<file path="config.mk">
export PLATFORM = sky130hd
export DESIGN_NAME = mips_instr_loader
export DESIGN_NICKNAME = d
export VERILOG_FILES = /design/src/rtl/mips_isa_pkg.sv /design/src/rtl/mips_instr_pack.sv /design/src/rtl/mips_instr_loader.sv
export SDC_FILE = /design/constraint.sdc
export NUM_CORES = 1
export LEC_CHECK = 0
export CAP_MARGIN = 20
export CORE_MARGIN = 2
export CORE_UTILIZATION = 40
export CTS_CLUSTER_SIZE = 40
export DETAILED_ROUTE_END_ITERATION = 8
export GPL_ROUTABILITY_DRIVEN = 0
export PLACE_DENSITY = 0.66
export SETUP_SLACK_MARGIN = 0.3
export SYNTH_ARGS = -nofsm -noshare
export SYNTH_HDL_FRONTEND = slang
export SYNTH_HIERARCHICAL = 1
export SYNTH_SLANG_ARGS = --single-unit
</file>
<file path="constraint.sdc">
create_clock -name clock -period 2.4 [get_ports clock]
set_clock_uncertainty 0.1 [all_clocks]
set_input_delay 0.24 -clock clock [delete_from_list [all_inputs] [get_ports clock]]
set_output_delay 0.24 -clock clock [all_outputs]
set_load 0.05 [all_outputs]
</file>
<file path="src/rtl/mips_isa_pkg.sv">
// ============================================================================
// Module      : mips_isa_pkg
// Description : Shared MIPS field layout, opcode constants and loader states.
// Revision    : 1.0 - initial release
// ============================================================================
`default_nettype none

package mips_isa_pkg;

    localparam logic [5:0] OP_RTYPE = 6'h00;
    localparam logic [5:0] OP_J     = 6'h02;
    localparam logic [5:0] OP_JAL   = 6'h03;

    localparam int OP_HI     = 31;
    localparam int OP_LO     = 26;
    localparam int RS_HI     = 25;
    localparam int RS_LO     = 21;
    localparam int RT_HI     = 20;
    localparam int RT_LO     = 16;
    localparam int RD_HI     = 15;
    localparam int RD_LO     = 11;
    localparam int SHAMT_HI  = 10;
    localparam int SHAMT_LO  = 6;
    localparam int FUNCT_HI  = 5;
    localparam int FUNCT_LO  = 0;
    localparam int IMM_HI    = 15;
    localparam int IMM_LO    = 0;
    localparam int TARGET_HI = 25;
    localparam int TARGET_LO = 0;

    typedef enum logic [1:0] {
        ST_IDLE = 2'd0,
        ST_ENC  = 2'd1,
        ST_WR   = 2'd2,
        ST_FULL = 2'd3
    } loader_state_t;

    typedef enum logic [1:0] {
        FMT_R = 2'd0,
        FMT_I = 2'd1,
        FMT_J = 2'd2
    } instr_fmt_t;

    typedef struct packed {
        logic [5:0]  opcode;
        logic [4:0]  rs;
        logic [4:0]  rt;
        logic [4:0]  rd;
        logic [4:0]  shamt;
        logic [5:0]  funct;
        logic [15:0] imm;
        logic [25:0] target;
    } instr_fields_t;

    // Anything that is neither R-type nor a jump is treated as I-type.
    function automatic instr_fmt_t opcode_format(input logic [5:0] op);
        instr_fmt_t fmt;
        if (op == OP_RTYPE) begin
            fmt = FMT_R;
        end else if ((op == OP_J) || (op == OP_JAL)) begin
            fmt = FMT_J;
        end else begin
            fmt = FMT_I;
        end
        return fmt;
    endfunction

endpackage

`default_nettype wire

</file>
<file path="src/rtl/mips_instr_pack.sv">
// ============================================================================
// Module      : mips_instr_pack
// Description : Combinational encoder from MIPS instruction fields to a word.
// Revision    : 1.0 - initial release
// ============================================================================
`default_nettype none

module mips_instr_pack
    import mips_isa_pkg::*;
(
    input  logic [5:0]  opcode,
    input  logic [4:0]  rs,
    input  logic [4:0]  rt,
    input  logic [4:0]  rd,
    input  logic [4:0]  shamt,
    input  logic [5:0]  funct,
    input  logic [15:0] imm,
    input  logic [25:0] target,
    output logic [31:0] instr
);

    logic [31:0] w_word;

    always_comb begin
        w_word                = '0;
        w_word[OP_HI:OP_LO]   = opcode;
        case (opcode_format(opcode))
            FMT_R: begin
                w_word[RS_HI:RS_LO]       = rs;
                w_word[RT_HI:RT_LO]       = rt;
                w_word[RD_HI:RD_LO]       = rd;
                w_word[SHAMT_HI:SHAMT_LO] = shamt;
                w_word[FUNCT_HI:FUNCT_LO] = funct;
            end
            FMT_J: begin
                w_word[TARGET_HI:TARGET_LO] = target;
            end
            default: begin
                w_word[RS_HI:RS_LO]   = rs;
                w_word[RT_HI:RT_LO]   = rt;
                w_word[IMM_HI:IMM_LO] = imm;
            end
        endcase
    end

    assign instr = w_word;

endmodule

`default_nettype wire

</file>
<file path="src/rtl/mips_instr_loader.sv">
// ============================================================================
// Module      : mips_instr_loader
// Description : Accepts instruction field bundles, encodes them and writes the
//               words sequentially into program memory.
// Revision    : 1.0 - initial release
// ============================================================================
`default_nettype none

module mips_instr_loader
    import mips_isa_pkg::*;
#(
    parameter int ADDR_W = 5,
    parameter int DEPTH  = 32
) (
    input  logic              clock,
    input  logic              reset,
    input  logic              load_en,
    input  logic              clear,
    input  logic              in_valid,
    output logic              in_ready,
    input  logic [5:0]        opcode,
    input  logic [4:0]        rs,
    input  logic [4:0]        rt,
    input  logic [4:0]        rd,
    input  logic [4:0]        shamt,
    input  logic [5:0]        funct,
    input  logic [15:0]       imm,
    input  logic [25:0]       target,
    output logic              mem_we,
    output logic [ADDR_W-1:0] mem_addr,
    output logic [31:0]       mem_wdata,
    input  logic              mem_ready,
    output logic [ADDR_W:0]   count,
    output logic              full,
    output logic              done
);

    localparam logic [ADDR_W:0]   c_depth    = (ADDR_W+1)'(DEPTH);
    localparam logic [ADDR_W:0]   c_cnt_one  = (ADDR_W+1)'(1);
    localparam logic [ADDR_W-1:0] c_addr_one = ADDR_W'(1);

    loader_state_t     r_state;
    instr_fields_t     r_fields;
    logic              r_mem_we;
    logic [ADDR_W-1:0] r_addr;
    logic [31:0]       r_wdata;
    logic [ADDR_W:0]   r_count;
    logic              r_full;
    logic              r_done;

    logic [31:0]       w_word;
    logic [ADDR_W:0]   w_count_next;
    logic              w_accept;

    // Gated by reset and clear so nothing can be taken while either is active.
    assign in_ready     = reset & ~clear & load_en & (r_state == ST_IDLE);
    assign w_accept     = in_valid & in_ready;
    assign w_count_next = r_count + c_cnt_one;

    mips_instr_pack u_pack (
        .opcode (r_fields.opcode),
        .rs     (r_fields.rs),
        .rt     (r_fields.rt),
        .rd     (r_fields.rd),
        .shamt  (r_fields.shamt),
        .funct  (r_fields.funct),
        .imm    (r_fields.imm),
        .target (r_fields.target),
        .instr  (w_word)
    );

    always_ff @(posedge clock or negedge reset) begin
        if (!reset) begin
            r_state  <= ST_IDLE;
            r_fields <= '0;
            r_mem_we <= 1'b0;
            r_addr   <= '0;
            r_wdata  <= '0;
            r_count  <= '0;
            r_full   <= 1'b0;
            r_done   <= 1'b0;
        end else begin
            r_done <= 1'b0;
            if (clear) begin
                r_state  <= ST_IDLE;
                r_mem_we <= 1'b0;
                r_addr   <= '0;
                r_count  <= '0;
                r_full   <= 1'b0;
            end else begin
                case (r_state)
                    ST_IDLE: begin
                        if (w_accept) begin
                            r_fields.opcode <= opcode;
                            r_fields.rs     <= rs;
                            r_fields.rt     <= rt;
                            r_fields.rd     <= rd;
                            r_fields.shamt  <= shamt;
                            r_fields.funct  <= funct;
                            r_fields.imm    <= imm;
                            r_fields.target <= target;
                            r_state         <= ST_ENC;
                        end
                    end
                    ST_ENC: begin
                        r_wdata  <= w_word;
                        r_mem_we <= 1'b1;
                        r_state  <= ST_WR;
                    end
                    ST_WR: begin
                        // Address and data stay frozen until memory takes them.
                        if (mem_ready) begin
                            r_mem_we <= 1'b0;
                            r_addr   <= r_addr + c_addr_one;
                            r_count  <= w_count_next;
                            r_done   <= 1'b1;
                            if (w_count_next == c_depth) begin
                                r_full  <= 1'b1;
                                r_state <= ST_FULL;
                            end else begin
                                r_state <= ST_IDLE;
                            end
                        end
                    end
                    ST_FULL: begin
                        r_mem_we <= 1'b0;
                    end
                    default: begin
                        r_state <= ST_IDLE;
                    end
                endcase
            end
        end
    end

    assign mem_we    = r_mem_we;
    assign mem_addr  = r_addr;
    assign mem_wdata = r_wdata;
    assign count     = r_count;
    assign full      = r_full;
    assign done      = r_done;

endmodule

`default_nettype wire

</file>
==> flow_summary.json, run 1 <==
{
  "io_buffers": 126,
  "p_sw_uw": 3660,
  "fin_tns_setup_ns": 0,
  "post_drt_wl_per_cell_um": 17.3,
  "drc": 0,
  "fmax_ghz": 0.494,
  "hold_violations": 0,
  "clkPwrFrac_pct": 25.3,
  "cts_tree": "done",
  "holdPathEnd": "r_fields[16]$_DFFE_PN0P_",
  "slew-limit-headroom_pct": 55.7,
  "cts_max_level": 4,
  "synth_top_area_cell": "dfrtp_1",
  "worstSetupPathType": "register to primary output",
  "synth_seq_area_share_pct": 53.9,
  "cp-end-kind": "primary output",
  "final_cells": 733,
  "rr_worst_depth": 6,
  "sw_frac_of_total_pct": 34.8,
  "peakVddDrop_mv": 0.696,
  "avgSynthCellArea_um2": 13.7,
  "ys_types": 34,
  "die_area_um2": 15100,
  "area_delta_synth_final_pct": 36.8,
  "synth_cells": 413,
  "drv_slew": 0,
  "r2r_setup_slack_ns": 0.41,
  "internal_power_uw": 6870,
  "synthArstFlopShare_pct": 100,
  "fillers": 1146,
  "routed-via-count": 3748,
  "ant_nets": 0,
  "fin_crit_ns": 2.02,
  "die_h_um": 123,
  "clk_pin_slew_ns": 0.05,
  "crit_buf_inv": 1,
  "insertedDiodeCount": 0,
  "numCtsBuffers": 17,
  "p_per_area_nw_per_um2": 1360,
  "crit_slowest_cell": "clkdlybuf4s50_1",
  "grt_max_degree": 123,
  "tightest_slew_ns": 0.664,
  "timing.rr.start": "r_state[0]$_DFFE_PN0P_",
  "drt_iter0_markers": 195,
  "hold-path-cell-count": 2,
  "nNetsFinal": 627,
  "mappedNetlistNets": 500,
  "seqPwrFrac_pct": 34.4,
  "path_cells": "clkdlybuf4s50_1",
  "gr-total-overflow": 0,
  "min-delay-start": "target[16]",
  "die_x_um": 123,
  "reg2reg_to": "r_fields[67]$_DFFE_PN0P_",
  "synth.area.top_cells": "dfrtp_1 (54%), mux2_4 (16%), mux2_2 (11%)",
  "cp_max_fo": 6,
  "drive_above_1_share_pct": 30.4,
  "antenna_found_initial": 0,
  "combPwrFrac_pct": 40.3,
  "initial_core_util_pct": 40.8,
  "critPathMaxStageDelay_ns": 0.84,
  "vias_per_cell": 5.11,
  "synth_edf_count": 0,
  "synth_top_flop_cell": "dfrtp_1",
  "multi_input_area_um2": 2410,
  "rsz0062_at_grt": "no",
  "cp.arrival_ns": 1.68,
  "synth.top_cell.area_share_pct": 53.9,
  "regArea_um2": 3050,
  "dpl.cell_count": 700,
  "ys_seq_elements": 122,
  "grt_pass1_vias": 3896,
  "grt_usage_pct": 18.1,
  "num_rows": 43,
  "setup_viol": 0,
  "totalWireLength_mm": 12.7,
  "cts_sinks": 122,
  "root_buffer": "clkbuf_16",
  "dpl.hpwl_mm": 8.49,
  "clk_path_buf_depth": 2,
  "netlist_top_cells_count": "dfrtp_1 (122), mux2_4 (60), mux2_2 (56)",
  "synth_most_common_cell": "dfrtp_1",
  "grt_pass1_wl_mm": 20.4,
  "required_ns": 2.06,
  "core-area_um2": 13900,
  "io_pins": 127,
  "drv_cap": 0,
  "synth_area_um2": 5660,
  "critPathTopFamily": "buffers and inverters",
  "clk-insertion-delay-late_ns": 0.41,
  "period_share_pct": 84.3,
  "hp-class": "primary input to register",
  "ys_warn_count": 6,
  "crit_path_start_kind": "register",
  "first_pass_iters": 6,
  "outcome": "finished clean",
  "power.leakage_uw": 0.00356
}
[power groups by stage]
stage	combinational [µW]	sequential (µW)	clock, µW
6_report	4240	3630	2660
5_1_grt	4530	3760	2820
4_1_cts	4270	3630	2710
3_5_place_dp	4240	3640	0
3_3_place_gp	4170	3600	0
2_1_floorplan	2180	4440	0
[what timing repair did]
item | CTS | global route
buffers inserted | 0 | 0
gates resized for setup | 1 | 4
setup endpoints to repair | 2 | 26
endpoints found under the hold margin | 122 | 0
hold buffers | 1 | 0
[how the worst max path moves through the flow]
| stage | startpoint | to | slack (ns) | depth (start not counted) |
|---|---|---|---|---|
| floorplan | r_state[0]$_DFFE_PN0P_ | r_fields[0]$_DFFE_PN0P_ | 0.44 | 7 |
| global placement | clear | r_fields[28]$_DFFE_PN0P_ | 0.31 | 5 |
| detailed placement | clear | r_fields[28]$_DFFE_PN0P_ | 0.27 | 5 |
| CTS | r_state[0]$_DFFE_PN0P_ | r_fields[46]$_DFFE_PN0P_ | 0.32 | 6 |
| global route | count[2]$_DFFE_PN0P_ | count[2] | 0.31 | 1 |
| finish | count[2]$_DFFE_PN0P_ | count[2] | 0.38 | 1 |
[cell type report]
type	instances	area share, %
flip-flops and latches	122	39.4
repair buffers	139	18.2
multi-input cells	256	31.2
clock buffers	25	6.65
well taps	180	2.91
clock inverters	7	1.42
inverters	4	0.194
[stage by stage]
stage	utilization (%)	setup WS, ns	cell area, µm²	hold WS (ns)	total power [µW]
4_1_cts	55.7	0.321	7720	0.326	10600
2_1_floorplan	-	0.435	5670	-0.156	6620
5_1_grt	55.8	0.310	7750	0.321	11100
3_5_place_dp	51.0	0.272	7090	0.372	7890
3_3_place_gp	51.0	0.311	7090	0.367	7770
6_report	55.8	0.376	7750	0.340	10500
[cells by family after synthesis]
| family | Yosys count | synth area share (%) |
|---|---|---|
| flip-flops | 122 | 53.9 |
| multiplexers | 116 | 27.0 |
| AO/OA/AOI/OAI | 29 | 3.82 |
| adder cells (fa/ha/maj) | 7 | 1.55 |
| buffers and inverters | 35 | 4.09 |
| AND/OR/NAND/NOR | 95 | 8.22 |
| XOR/XNOR | 9 | 1.39 |
[registers in the layout, summed over array words and instances, names as in the netlist]
name and count:
r_fields 74, mem_wdata 32, count 6, mem_addr 5
r_state 2, done 1, full 1, mem_we 1
[layout by cell type, fill, tap and decap left out, types with 3 or more instances in the layout]
| master | synthesis | layout |
|---|---|---|
| dfrtp_1 | 122 | 122 |
| mux2_4 | 60 | 60 |
| buf_12 | 0 | 4 |
| bufinv_16 | 0 | 3 |
| nand3_1 | 34 | 34 |
| mux2_2 | 56 | 56 |
| nand2_1 | 26 | 25 |
| clkinv_2 | 0 | 4 |
| a21oi_1 | 6 | 6 |
| buf_4 | 6 | 9 |
| nand4_1 | 3 | 3 |
| clkbuf_16 | 0 | 17 |
| inv_1 | 4 | 4 |
| a32oi_1 | 16 | 16 |
| clkdlybuf4s50_1 | 0 | 123 |
| clkbuf_8 | 0 | 6 |
| xor2_1 | 7 | 7 |
| ha_1 | 7 | 7 |
| nor2_1 | 18 | 18 |
[metal layers]
layer  GRT usage (%)  vias up  share of wire (%)  wire length, µm
li1                -     1725                  -                -
met1            22.9     1916                 44             5590
met2            29.5       94                 50             6290
met3            5.86       13                5.1              648
met4            5.82        0                1.2              158
met5               0        -                  0                0
(Power assumes the default switching activity.)
==> run 2, diff against run 1 <==
--- a/config.mk
+++ b/config.mk
@@ -11,7 +11,7 @@
 export CTS_CLUSTER_SIZE = 40
 export DETAILED_ROUTE_END_ITERATION = 8
 export GPL_ROUTABILITY_DRIVEN = 0
-export PLACE_DENSITY = 0.66
+export PLACE_DENSITY = 0.68
 export SETUP_SLACK_MARGIN = 0.3
 export SYNTH_ARGS = -nofsm -noshare
 export SYNTH_HDL_FRONTEND = slang
==> constraint.sdc (replaced) <==
create_clock -name clock -period 1.83 [get_ports clock]
set_clock_uncertainty 0.1 [all_clocks]
set_input_delay 0.183 -clock clock [delete_from_list [all_inputs] [get_ports clock]]
set_output_delay 0.183 -clock clock [all_outputs]
set_load 0.05 [all_outputs]
==> run 2 against run 1 <==
Hold slack lost 0.064 ns. Critical path depth increased by 4. Via count increased by 3.2%. Routed wire length increased by 13%. Utilization up 3.4 points. Clock power up 20%. First-iteration DRC count up 32%.
==> flow_summary.json, run 2 (synthesis results as in run 1) <==
{
  "dpl.hpwl_mm": 8.78,
  "multi_input_area_um2": 2630,
  "path_cells": "or4_4, buf_12, nand2_1, nand3_1, mux2_2",
  "rr_worst_depth": 5,
  "power.leakage_uw": 0.00379,
  "r2r_setup_slack_ns": 0.02,
  "final_cell_mix": "dfrtp_1 (117), clkdlybuf4s50_1 (78), mux2_4 (71)",
  "initial_core_util_pct": 40.8,
  "hold_ws_ns": 0.276,
  "drt_iter0_markers": 257,
  "hold_violations": 0,
  "timing.rr.start": "r_fields[70]$_DFFE_PN0P_",
  "num_rows": 43,
  "period_share_pct": 98.9,
  "cts_sinks": 122,
  "final_util_pct": 59.2,
  "critPathMaxStageDelay_ns": 0.54,
  "routed-via-count": 3867,
  "root_buffer": "clkbuf_16",
  "grt_max_degree": 70,
  "cp_max_fo": 16,
  "cp.arrival_ns": 2.00,
  "rsz0062_at_grt": "yes",
  "worstSetupPathType": "register to register",
  "hp-class": "primary input to register",
  "ant_nets": 0,
  "total_power_uw": 14400,
  "crit_buf_inv": 1,
  "min-delay-start": "target[16]",
  "fillers": 1135,
  "largest_register": "r_fields",
  "antenna_found_initial": 0,
  "cts_max_level": 4,
  "first_pass_iters": 4,
  "clk_pin_slew_ns": 0.05,
  "regArea_um2": 3060,
  "final_cells": 760,
  "gr-total-overflow": 0,
  "grt_pass1_vias": 4010,
  "largest_register_ffs": 74,
  "drv_slew": 0,
  "slew-limit-headroom_pct": 54.2,
  "die_x_um": 123,
  "io_pins": 127,
  "grt_pass1_wl_mm": 21.0,
  "holdPathEnd": "r_fields[16]$_DFFE_PN0P_",
  "placed_area_um2": 7170,
  "final_common_cell": "dfrtp_1",
  "totalWireLength_mm": 14.3,
  "io_buffers": 126,
  "required_ns": 2.02,
  "clk-insertion-delay-late_ns": 0.42,
  "fin_crit_ns": 1.81,
  "drive_above_1_share_pct": 47.2,
  "outcome": "finished clean",
  "dpl.cell_count": 707,
  "cts_tree": "done",
  "hold-path-cell-count": 2,
  "crit_path_start_kind": "register",
  "reg2reg_to": "mem_wdata[9]$_DFFE_PN0P_",
  "numCtsBuffers": 17,
  "drv_cap": 0,
  "cp-end-kind": "register",
  "area_delta_synth_final_pct": 45.1,
  "fmax_ghz": 0.552,
  "vias_per_cell": 5.09,
  "critPathTopFamily": "simple AND/OR/NAND/NOR gates",
  "crit_slowest_cell": "or4_4",
  "drc": 0,
  "die_h_um": 123,
  "clk_path_buf_depth": 2,
  "die_area_um2": 15100,
  "post_drt_wl_per_cell_um": 18.9,
  "nNetsFinal": 654,
  "grt_usage_pct": 18.7,
  "core-area_um2": 13900,
  "peakVddDrop_mv": 0.996,
  "tightest_slew_ns": 0.687,
  "design_area_um2": 8220,
  "setup_viol": 0,
  "insertedDiodeCount": 0,
  "p_per_area_nw_per_um2": 1750
}
==> run 2: changes by cell type in the layout (fill, tap and decap cells not counted), sizes merged <==
cell and change:
clkdlybuf4s50 -45, buf +34, clkdlybuf4s15 +31, clkinvlp +4, clkinv +3, and2 +1
bufinv -1, clkbuf -1, clkdlybuf4s18 +1, dlymetal6s2s -1, nand2 +1
==> run 2: final cells by class <==
| cell class | instances | area share, % |
|---|---|---|
| Clock inverter | 13 | 1.57 |
| Clock buffer | 19 | 5.27 |
| Sequential cell | 122 | 37.2 |
| Multi-Input combinational cell | 258 | 32.0 |
| Timing Repair Buffer | 164 | 21.0 |
| Inverter | 4 | 0.183 |
| Tap cell | 180 | 2.74 |
==> run 2: routing by layer <==
metal	routed length (µm)	part of all wire [%]	track usage (%)	up-vias
met4	289	2.0	7.81	0
met2	7310	51	31.4	97
li1	-	-	-	1789
met5	0	0	0	-
met3	583	4.1	4.24	19
met1	6160	43	23.3	1962
==> run 2: worst max-delay path by stage <==
stage / from / end / slack (ns) / depth (start not counted)
after floorplan: r_state[0]$_DFFE_PN0P_ / r_fields[0]$_DFFE_PN0P_ / -0.05 / 7
after global placement: clear / r_fields[16]$_DFFE_PN0P_ / -0.03 / 5
after detailed placement: r_fields[71]$_DFFE_PN0P_ / mem_wdata[18]$_DFFE_PN0P_ / -0.06 / 4
after CTS: r_state[0]$_DFFE_PN0P_ / in_ready / 0.01 / 5
after global routing: r_state[1]$_DFFE_PN0P_ / in_ready / -0.03 / 5
final: r_fields[70]$_DFFE_PN0P_ / mem_wdata[9]$_DFFE_PN0P_ / 0.02 / 5
==> run 2: report_power, final <==
part / leakage (µW) / switching (µW) / total [µW] / internal (µW)
Sequential: 0.00150 / 878 / 4810 / 3940
Clock: 0.000268 / 1220 / 3200 / 1980
Combinational: 0.00202 / 3170 / 6390 / 3220
Total: 0.00379 / 5270 / 14400 / 9140
==> run 2: stage by stage <==
stage	TNS, ns	worst slack (ns)
CTS	0	0.0130
global route	-0.154	-0.0251
detailed placement	-0.529	-0.0605
finish	0	0.0199
global placement	-0.489	-0.0324
floorplan	-2.90	-0.0484
==> run 2: repair_timing <==
item                                    4_1_cts  5_1_grt
setup buffers                                 8        6
pin swaps                                     3        5
gates resized for setup                     118       44
gates cloned                                  1        5
hold buffers                                  1        0
hold endpoints to repair                    122        0
endpoints found under the setup margin      150      188
